## config.mk

```make
export PLATFORM = sky130hd
export DESIGN_NAME = reg_file_2r1w
export DESIGN_NICKNAME = d
export VERILOG_FILES = /design/src/rtl/reg_file_2r1w_pkg.sv /design/src/rtl/reg_file_2r1w_read_port.sv /design/src/rtl/reg_file_2r1w.sv
export SDC_FILE = /design/constraint.sdc
export NUM_CORES = 1
export LEC_CHECK = 0
export CELL_PAD_IN_SITES_DETAIL_PLACEMENT = 1
export CELL_PAD_IN_SITES_GLOBAL_PLACEMENT = 1
export CORE_MARGIN = 1.5
export CORE_UTILIZATION = 48
export DETAILED_ROUTE_END_ITERATION = 7
export PLACE_DENSITY_LB_ADDON = 0.25
export REMOVE_ABC_BUFFERS = 1
export SLEW_MARGIN = 10
export SYNTH_ARGS = -nofsm -noshare
export SYNTH_HDL_FRONTEND = slang
export SYNTH_HIERARCHICAL = 1
export SYNTH_SLANG_ARGS = --single-unit
```

## constraint.sdc

```tcl
create_clock -name clk -period 2.99 [get_ports clk]
set_input_delay 0.299 -clock clk [delete_from_list [all_inputs] [get_ports clk]]
set_output_delay 0.299 -clock clk [all_outputs]
set_load 0.05 [all_outputs]
```

## src/rtl/reg_file_2r1w_pkg.sv

```systemverilog
// Shared definitions for the 2-read/1-write register file: default sizes
// and the read-mode / bypass-mode encodings.
package rf_defs;

    localparam int RF_DEF_B = 8;
    localparam int RF_DEF_W = 2;

    localparam int RF_RD_COMB = 0;
    localparam int RF_RD_REG  = 1;

    localparam int RF_BYP_OFF = 0;
    localparam int RF_BYP_ON  = 1;

    function automatic int rf_depth(input int w);
        return 1 << w;
    endfunction

endpackage

```

## src/rtl/reg_file_2r1w_read_port.sv

```systemverilog
// One read port: address mux, optional write-to-read bypass and optional
// output register that is cleared by the asynchronous reset.
module rf_read_port
    import rf_defs::*;
#(
    parameter int B      = RF_DEF_B,
    parameter int W      = RF_DEF_W,
    parameter int BYPASS = RF_BYP_ON,
    parameter int REG_RD = RF_RD_COMB
) (
    input  logic                         clk,
    input  logic                         rst_n,
    input  logic [(2**W)-1:0][B-1:0]     mem,
    input  logic [(2**W)-1:0]            valid,
    input  logic                         wr_en,
    input  logic [W-1:0]                 w_addr,
    input  logic [B-1:0]                 w_data,
    input  logic [W-1:0]                 r_addr,
    output logic [B-1:0]                 r_data,
    output logic                         r_valid
);

    logic [B-1:0] sel_data;
    logic         sel_valid;

    generate
        if (BYPASS == RF_BYP_ON) begin : g_bypass
            always_comb begin
                sel_data  = mem[r_addr];
                sel_valid = valid[r_addr];
                if (wr_en && (w_addr == r_addr)) begin
                    sel_data  = w_data;
                    sel_valid = 1'b1;
                end
            end
        end else begin : g_no_bypass
            logic unused_wr;
            assign unused_wr = ^{wr_en, w_addr, w_data};
            always_comb begin
                sel_data  = mem[r_addr];
                sel_valid = valid[r_addr];
            end
        end
    endgenerate

    generate
        if (REG_RD == RF_RD_REG) begin : g_reg_rd
            // Selection sees pre-edge array contents, so a non-bypassed
            // write or clear in this cycle shows up one read later.
            always_ff @(posedge clk or negedge rst_n) begin
                if (!rst_n) begin
                    r_data  <= '0;
                    r_valid <= 1'b0;
                end else begin
                    r_data  <= sel_data;
                    r_valid <= sel_valid;
                end
            end
        end else begin : g_comb_rd
            logic unused_clk;
            assign unused_clk = ^{clk, rst_n};
            assign r_data  = sel_data;
            assign r_valid = sel_valid;
        end
    endgenerate

endmodule

```

## src/rtl/reg_file_2r1w.sv

```systemverilog
// Register file with one write port, two independent read ports and a valid
// bit per entry; all storage is cleared by the asynchronous active-low reset.
module reg_file_2r1w
    import rf_defs::*;
#(
    parameter int B      = RF_DEF_B,
    parameter int W      = RF_DEF_W,
    parameter int BYPASS = RF_BYP_ON,
    parameter int REG_RD = RF_RD_COMB
) (
    input  logic         clk,
    input  logic         rst_n,
    input  logic         wr_en,
    input  logic [W-1:0] w_addr,
    input  logic [B-1:0] w_data,
    input  logic         clr,
    input  logic [W-1:0] ra_addr,
    input  logic [W-1:0] rb_addr,
    output logic [B-1:0] ra_data,
    output logic [B-1:0] rb_data,
    output logic         ra_valid,
    output logic         rb_valid
);

    localparam int DEPTH = rf_depth(W);

    logic [DEPTH-1:0][B-1:0] mem;
    logic [DEPTH-1:0]        valid;

    // The write's valid set is ordered after the clear so a simultaneous
    // write survives while every other entry is invalidated.
    always_ff @(posedge clk or negedge rst_n) begin
        if (!rst_n) begin
            mem   <= '0;
            valid <= '0;
        end else begin
            if (clr) begin
                valid <= '0;
            end
            if (wr_en) begin
                mem[w_addr]   <= w_data;
                valid[w_addr] <= 1'b1;
            end
        end
    end

    rf_read_port #(
        .B      (B),
        .W      (W),
        .BYPASS (BYPASS),
        .REG_RD (REG_RD)
    ) u_port_a (
        .clk     (clk),
        .rst_n   (rst_n),
        .mem     (mem),
        .valid   (valid),
        .wr_en   (wr_en),
        .w_addr  (w_addr),
        .w_data  (w_data),
        .r_addr  (ra_addr),
        .r_data  (ra_data),
        .r_valid (ra_valid)
    );

    rf_read_port #(
        .B      (B),
        .W      (W),
        .BYPASS (BYPASS),
        .REG_RD (REG_RD)
    ) u_port_b (
        .clk     (clk),
        .rst_n   (rst_n),
        .mem     (mem),
        .valid   (valid),
        .wr_en   (wr_en),
        .w_addr  (w_addr),
        .w_data  (w_data),
        .r_addr  (rb_addr),
        .r_data  (rb_data),
        .r_valid (rb_valid)
    );

endmodule

```

==> reports/qor_table.md, run 1 <==
| Item | Reported | Unit |
|---|---|---|
| Post-CTS setup buffer count | 0 | - |
| Post-synth cell types | 16 | - |
| Max rail drop VDD | 0.447 | mV |
| Area of the die | 4900 | um2 |
| Final net count | 189 | - |
| DRC violations left | 0 | - |
| Mean post-synth cell area | 16.9 | um2 |
| Count of synthesis-stage warnings from yosys | 6 | - |
| TritonCTS buffer count | 5 | - |
| DRT iter0 DRCs | 45 | - |
| Register bit count reported by yosys | 36 | - |
| Maximum count of clock buffers along a single path | 2 | - |
| Leakage power summed over all cells | 1.17 | nW |
| Placer congestion estimate | 0.703 | - |
| Clk Latency, worst-skew pair | 0.29 | ns |
| Effective utilization at floorplan | 49.9 | % |
| Count of input and output buffers | 35 | - |
| H-tree Lvls | 2 | - |
| Outcome | completed | - |
| Cell accounting for the most synthesized area | sky130_fd_sc_hd__dfrtp_1 | - |
| Slew Limit Fails | 0 | - |
| Number of I/O pins | 36 | - |
| Critical path startpoint category | input pin | - |
| Minimum clock period | 2.41 | ns |
| Leading cell type by number of instances after synthesis | sky130_fd_sc_hd__dfrtp_1 | - |
| Hold violation total from the final report | 0 | - |
| Number of maximum-capacitance violations | 0 | - |
| Final instance area | 2620 | um2 |
| Type of the setup path with the least slack | input pin to output port | - |
| Count of instances resized after the clock tree is built | 0 | - |
| Hold-fix buffer count after cts | 0 | - |
| Area taken by flip-flops and latches | 901 | um2 |
| Hold crit path type | input pin to asynchronous set/reset pin | - |
| R2R cell count | 1 | - |
| Pwr Density | 650 | nW/um2 |
| Fraction of final layout cells with drive strength greater than 1 | 61.4 | % |
| Internal reg-to-reg setup slack | 2.19 | ns |
| Netlist area before placement | 2160 | um2 |
| Worst relative slew slack | 60.6 | % |
| Floorplan core area | 4320 | um2 |
| Total Power Consumption | 0.00171 | W |
| Pin count of the biggest net entering global routing | 37 | - |
| Area share of the leading cell type in the synthesized netlist | 41.8 | % |
| Cell types occupying the most area after synthesis | sky130_fd_sc_hd__dfrtp_1 (42%), sky130_fd_sc_hd__mux2_2 (17%), sky130_fd_sc_hd__mux4_2 (17%) | - |
| Routed wire length | 4.98 | mm |
| Wire length of the first global-routing pass | 8.15 | mm |
| DP HPWL | 3.40 | mm |
| Die W | 70.0 | um |
| Clock-pin slew reported for the worst setup and hold paths after clock tree synthesis | 0.07 | ns |
| Sequential area share after synthesis | 41.8 | % |
| Gate count of the mapped netlist | 128 | - |
| Global route total overflow | 0 | - |
| WHS | 0.407 | ns |
| Setup TNS | 0 | ns |
| Synth top cells by count | sky130_fd_sc_hd__dfrtp_1 (36), sky130_fd_sc_hd__mux2_2 (32), sky130_fd_sc_hd__mux2_4 (16), sky130_fd_sc_hd__mux4_2 (16), sky130_fd_sc_hd__inv_1 (6) | - |
| CTS Sinks | 36 | - |
| Via count of the first global-routing pass | 1,473 | - |
| Fill cell count | 403 | - |
| Final antenna-violating net count | 0 | - |
| Setup repair after global routing missed its margin | false | - |
| Worst reg2reg path endpoint | mem[8] | - |
| Via total after detailed routing | 1,295 | - |
| Placed Area | 2530 | um2 |
| Standard-cell rows | 24 | - |
| Required time worst endpoint | 2.69 | ns |
| Kind of capture point of the worst setup path | output port | - |
| Initial antenna violation count | 0 | - |
| Area Overhead vs Synth | 21.6 | % |
| Root Buffer | sky130_fd_sc_hd__clkbuf_8 | - |
| First-pass detailed-route iteration total | 4 | - |
| Worst Tran Pin Value | 0.591 | ns |
| Routed length per placed instance | 22.3 | um |
| Part of the cycle the worst path needs | 80.6 | % |
| Worst-path maximum fanout | 9 | - |
| Number of synthesized flops with an enable pin | 0 | - |
| Top FF cell, synth | sky130_fd_sc_hd__dfrtp_1 | - |
| Clock tree from TritonCTS | built | - |
| Worst setup skew after layout | 0 | ns |
| Maximum achievable frequency | 0.415 | GHz |
| Combined area of the multi-input logic cells | 1200 | um2 |
| Signal arrival time at the worst endpoint | 2.11 | ns |
| Ant. Diodes | 0 | - |
| Number of failing setup endpoints in the final timing report | 0 | - |
| Async S/R FF share, synth | 100 | % |
| Via/cell ratio | 5.81 | - |
| Worst r2r src | mem[8] | - |
| All-Layer GR Usage | 22.7 | % |
| Vert. Die Dim | 70.0 | um |
==> per-layer routing <==
metal  vias to the layer above  routed length [um]  GRT usage [%]
met5                         -                   0              0
li1                        577                   -              -
met3                         4                 225           5.05
met2                        32                2570           38.6
met1                       682                2130           28.5
met4                         0                  57           8.33
==> worst max-delay path by stage <==
stage / startpoint / to / slack, ns / depth (start not counted)
6_report: rb_addr[1] / rb_data[6] / 0.58 / 5
5_1_grt: rb_addr[1] / rb_data[4] / 0.49 / 5
4_1_cts: rb_addr[1] / rb_data[6] / 0.56 / 5
3_5_place_dp: rb_addr[1] / rb_data[6] / 0.57 / 5
3_3_place_gp: rb_addr[1] / rb_data[6] / 0.59 / 5
2_1_floorplan: valid[1] / ra_valid / 1.51 / 3
==> stage by stage <==
step	instances	worst slack (ns)	utilization [%]
4_1_cts	223	0.558	60.7
2_1_floorplan	124	1.51	-
5_1_grt	223	0.487	60.7
6_report	223	0.581	60.7
3_3_place_gp	216	0.587	58.4
3_5_place_dp	216	0.567	58.4
==> area by class of cell <==
| type | instances | area share (%) |
|---|---|---|
| Tap cell | 52 | 2.48 |
| Inverter | 6 | 0.858 |
| Timing Repair Buffer | 40 | 13.1 |
| Sequential cell | 36 | 34.3 |
| Multi-Input combinational cell | 82 | 45.6 |
| Clock buffer | 7 | 3.67 |
==> registers in the layout, indices dropped and copies added, names as in the netlist <==
name / count
mem: 32
valid: 4
==> worst max-delay path, stage by stage <==
cell and delay [ns]:
sky130_fd_sc_hd__clkdlybuf4s50_1 0.67, sky130_fd_sc_hd__xnor2_2 0.32, sky130_fd_sc_hd__nand3_4 0.24, sky130_fd_sc_hd__mux2_4 0.38, sky130_fd_sc_hd__buf_4 0.19
==> report_power, final <==
part / internal [W] / switching, W / total (W)
logic: 0.000328 / 0.000357 / 0.000685
clock network: 0.000205 / 0.000177 / 0.000383
registers: 0.000574 / 0.0000645 / 0.000638
==> layout by cell type, fill, tap and decap left out <==
master	n
sky130_fd_sc_hd__clkdlybuf4s50_1	17
sky130_fd_sc_hd__nand3_2	1
sky130_fd_sc_hd__inv_1	6
sky130_fd_sc_hd__mux2_4	16
sky130_fd_sc_hd__nand3_4	2
sky130_fd_sc_hd__nand3b_2	2
sky130_fd_sc_hd__nand2_1	2
sky130_fd_sc_hd__mux4_2	16
sky130_fd_sc_hd__clkbuf_8	7
sky130_fd_sc_hd__buf_4	23
sky130_fd_sc_hd__nor3b_4	1
sky130_fd_sc_hd__mux4_1	2
sky130_fd_sc_hd__a21o_2	1
sky130_fd_sc_hd__dfrtp_1	36
sky130_fd_sc_hd__xnor2_2	4
sky130_fd_sc_hd__o21ai_0	3
sky130_fd_sc_hd__mux2_2	32
==> cells by family (layout without fill, tap and decap cells) <==
group,count (synthesis),count (layout),synth area share (%)
buffers and inverters,10,53,2.78
DFF,36,36,41.8
xor gates and xnor gates,4,4,3.02
muxes,66,66,47.0
and+or+nand+nor,8,8,4.35
AOI/OAI and AO/OA,4,4,1.10
(Power assumes the default switching activity.)
==> inputs of run 2 (changes only) <==
--- a/config.mk
+++ b/config.mk
@@ -8,7 +8,7 @@
 export CELL_PAD_IN_SITES_DETAIL_PLACEMENT = 1
 export CELL_PAD_IN_SITES_GLOBAL_PLACEMENT = 1
 export CORE_MARGIN = 1.5
-export CORE_UTILIZATION = 48
+export CORE_UTILIZATION = 44
 export DETAILED_ROUTE_END_ITERATION = 7
 export PLACE_DENSITY_LB_ADDON = 0.25
 export REMOVE_ABC_BUFFERS = 1
==> constraint.sdc (replaced) <==
create_clock -name clk -period 2.3 [get_ports clk]
set_input_delay 0.23 -clock clk [delete_from_list [all_inputs] [get_ports clk]]
set_output_delay 0.23 -clock clk [all_outputs]
set_load 0.05 [all_outputs]
==> reports/qor_table.md, run 2 (synthesis gave the netlist of run 1 again) <==
| Item | Reported | Unit | vs previous |
|---|---|---|---|
| Max rail drop VDD | 0.413 | mV | was 0.447 mV |
| Internal power consumption | 0.00143 | W | was 0.00111 W |
| Required time worst endpoint | 2.07 | ns | was 2.69 ns |
| All-Layer GR Usage | 22.0 | % | was 22.7% |
| Via/cell ratio | 5.38 | - | was 5.81 |
| Clock-pin slew reported for the worst setup and hold paths after clock tree synthesis | 0.07 | ns | about the same |
| Number of maximum-capacitance violations | 0 | - | unchanged |
| Clk Latency, worst-skew pair | 0.28 | ns | was 0.29 ns |
| Hold crit path type | input pin to asynchronous set/reset pin | - | unchanged |
| Type of the setup path with the least slack | input pin to output port | - | unchanged |
| Slowest CP cell | sky130_fd_sc_hd__mux4_2 | - | was sky130_fd_sc_hd__clkdlybuf4s50_1 |
| Share of total power in sequential cells | 37.7 | % | was 37.4% |
| Post-CTS setup buffer count | 0 | - | unchanged |
| DRC violations left | 0 | - | unchanged |
| Area of the die | 5330 | um2 | was 4900 um2 |
| Minimum clock period | 2.12 | ns |  |
| Reg with most FFs | mem | - | unchanged |
| Routed length per placed instance | 20.9 | um | was 22.3 um |
| Worst Tran Pin Value | 0.460 | ns | was 0.591 ns |
| Logic gate share of total power | 41.3 | % | was 40.2% |
| Worst relative slew slack | 69.3 | % | was 60.6% |
| Via count of the first global-routing pass | 1,565 | - | was 1,473 |
| Standard-cell rows | 25 | - | was 24 |
| Vert. Die Dim | 73.0 | um | was 70.0 um |
| Via total after detailed routing | 1,317 | - | was 1,295 |
| CTS Sinks | 36 | - | unchanged |
| Most common cell after layout, fill and taps aside | sky130_fd_sc_hd__dfrtp_1 | - | unchanged |
| Number of I/O pins | 36 | - | unchanged |
| Setup repair after global routing missed its margin | false | - | unchanged |
| Net switching component of the power | 0.000776 | W | was 0.000599 W |
| Hold-fix buffer count after cts | 0 | - | unchanged |
| Signal arrival time at the worst endpoint | 1.89 | ns | was 2.11 ns |
| R2R cell count | 1 | - | unchanged |
| Initial antenna violation count | 0 | - | unchanged |
| Worst r2r src | mem[29] | - | was mem[8] |
| Count of input and output buffers | 35 | - | unchanged |
| Routed wire length | 5.12 | mm | was 4.98 mm |
| Number of failing setup endpoints in the final timing report | 0 | - | unchanged |
| First-pass detailed-route iteration total | 4 | - | unchanged |
| Placer congestion estimate | 0.754 | - | was 0.703 |
| Root Buffer | sky130_fd_sc_hd__clkbuf_8 | - | unchanged |
| Pwr Density | 813 | nW/um2 | was 650 nW/um2 |
| Fraction of final layout cells with drive strength greater than 1 | 62.4 | % | was 61.4% |
| Outcome | completed | - | unchanged |
| CP cell instances | clkdlybuf4s50_1 > buf_12 > mux4_2 > mux2_4 > buf_4 | - | was clkdlybuf4s50_1 > xnor2_2 > nand3_4 > mux2_4 > buf_4 |
| Ant. Diodes | 0 | - | unchanged |
| Final net count | 195 | - | was 189 |
| Pin count of the biggest net entering global routing | 37 | - | unchanged |
| Worst setup skew after layout | 0 | ns | unchanged |
| DP HPWL | 3.73 | mm | was 3.40 mm |
| Internal reg-to-reg setup slack | 1.50 | ns | was 2.19 ns |
| Worst-path maximum fanout | 10 | - | was 9 |
| Count of instances resized after the clock tree is built | 0 | - | unchanged |
| Wire length of the first global-routing pass | 8.39 | mm | was 8.15 mm |
| Global route total overflow | 0 | - | unchanged |
| Effective utilization at floorplan | 45.7 | % | was 49.9% |
| Clock tree from TritonCTS | built | - | unchanged |
| Setup slack at placement | 0.168 | ns | was 0.567 ns |
| Part of the cycle the worst path needs | 92.4 | % |  |
| Hold violation total from the final report | 0 | - | unchanged |
| Most frequent cells in the layout | sky130_fd_sc_hd__dfrtp_1 (36), sky130_fd_sc_hd__mux2_2 (32), sky130_fd_sc_hd__buf_4 (27) | - | was sky130_fd_sc_hd__dfrtp_1 (36), sky130_fd_sc_hd__mux2_2 (32), sky130_fd_sc_hd__buf_4 (23) |
| Slew Limit Fails | 0 | - | unchanged |
| Max FFs per register | 32 | - | unchanged |
| Worst Setup Slack, final | 0.176 | ns | was 0.581 ns |
| Area Overhead vs Synth | 25.6 | % | was 21.6% |
| Registers with the most flip-flops | mem x32, valid x4 | - | unchanged |
| Worst reg2reg path endpoint | mem[29] | - | was mem[8] |
| Critical path startpoint category | input pin | - | unchanged |
| Clock network fraction of design power | 21.0 | % | was 22.4% |
| Floorplan core area | 4720 | um2 | was 4320 um2 |
| TritonCTS buffer count | 5 | - | unchanged |
| H-tree Lvls | 2 | - | unchanged |
| DRT iter0 DRCs | 66 | - | was 45 |
| CP peak stage delay | 0.52 | ns | was 0.67 ns |
| Proportion of total power due to net switching | 35.2 | % | was 35.1% |
| Kind of capture point of the worst setup path | output port | - | unchanged |
| Final antenna-violating net count | 0 | - | unchanged |
| Maximum count of clock buffers along a single path | 2 | - | unchanged |
| Maximum achievable frequency | 0.471 | GHz |  |
| Die W | 73.0 | um | was 70.0 um |
| Leakage power summed over all cells | 1.20 | nW | was 1.17 nW |
| Fill cell count | 460 | - | was 403 |
| Setup TNS | 0 | ns | unchanged |
run 2: changes by cell type in the layout (fill, tap and decap cells not counted):
| cell | delta |
|---|---|
| sky130_fd_sc_hd__buf_4 | +4 |
| sky130_fd_sc_hd__buf_12 | +2 |
| sky130_fd_sc_hd__clkbuf_1 | +1 |
| sky130_fd_sc_hd__clkbuf_8 | -1 |
| sky130_fd_sc_hd__clkinvlp_4 | +1 |
run 2: worst max-delay path: cells and delay by family:
family | cells | cell delay, ns
buf+inv | 3 | 0.87
mux | 2 | 0.79
run 2: power groups by stage:
stage	registers [W]	clock network [W]	logic, W
after floorplan	0.000807	0	0.000661
after global placement	0.000822	0	0.000890
after detailed placement	0.000844	0	0.000916
after CTS	0.000831	0.000484	0.000920
after global routing	0.000847	0.000509	0.000957
final	0.000830	0.000463	0.000909
run 2: worst max-delay path by stage:
stage | startpoint | end | slack [ns] | cells past startpoint
2_1_floorplan | valid[1] | ra_valid | 0.89 | 3
3_3_place_gp | rb_addr[0] | rb_data[4] | 0.19 | 5
3_5_place_dp | ra_addr[0] | ra_data[7] | 0.17 | 6
4_1_cts | ra_addr[0] | ra_data[0] | 0.16 | 6
5_1_grt | ra_addr[0] | ra_data[0] | 0.12 | 6
6_report | ra_addr[0] | ra_data[5] | 0.18 | 5
run 2: per-layer routing:
layer  up-vias  share of wire [%]  track usage, %
met5         -                  0               0
met4         0               0.66            5.87
met3         4                2.5            3.73
met2        26                 54            38.9
met1       692                 43            27.8
li1        595                  -               -
run 2: metrics by stage:
stage | hold WS (ns) | total power (W) | cell area (um2) | utilization (%) | instances
final | 0.367 | 0.00220 | 2710 | 57.4 | 245
after global routing | 0.427 | 0.00231 | 2710 | 57.4 | 245
after CTS | 0.377 | 0.00223 | 2710 | 57.4 | 245
after detailed placement | 0.515 | 0.00176 | 2620 | 55.4 | 237
after global placement | 0.487 | 0.00171 | 2620 | 55.4 | 237
after floorplan | -0.0656 | 0.00147 | 2120 | - | 124
run 2: area by class of cell:
cell class              instances  area (um2)  share of cell area, %
flip-flops and latches         36         901                   33.2
well taps                      67        83.8                   3.09
clock buffers                   7        86.3                   3.19
multi-input cells              82        1200                   44.1
clock inverters                 1        7.51                  0.277
inverters                       6        22.5                  0.831
repair buffers                 46         413                   15.2
==> inputs of run 3 (changes only) <==
--- a/config.mk
+++ b/config.mk
@@ -10,6 +10,7 @@
 export CORE_MARGIN = 1.5
 export CORE_UTILIZATION = 44
 export DETAILED_ROUTE_END_ITERATION = 7
+export GPL_ROUTABILITY_DRIVEN = 1
 export PLACE_DENSITY_LB_ADDON = 0.25
 export REMOVE_ABC_BUFFERS = 1
 export SLEW_MARGIN = 10
==> results of run 3 <==
Same layout as run 2: the final DEF is identical, and so are final timing and power.
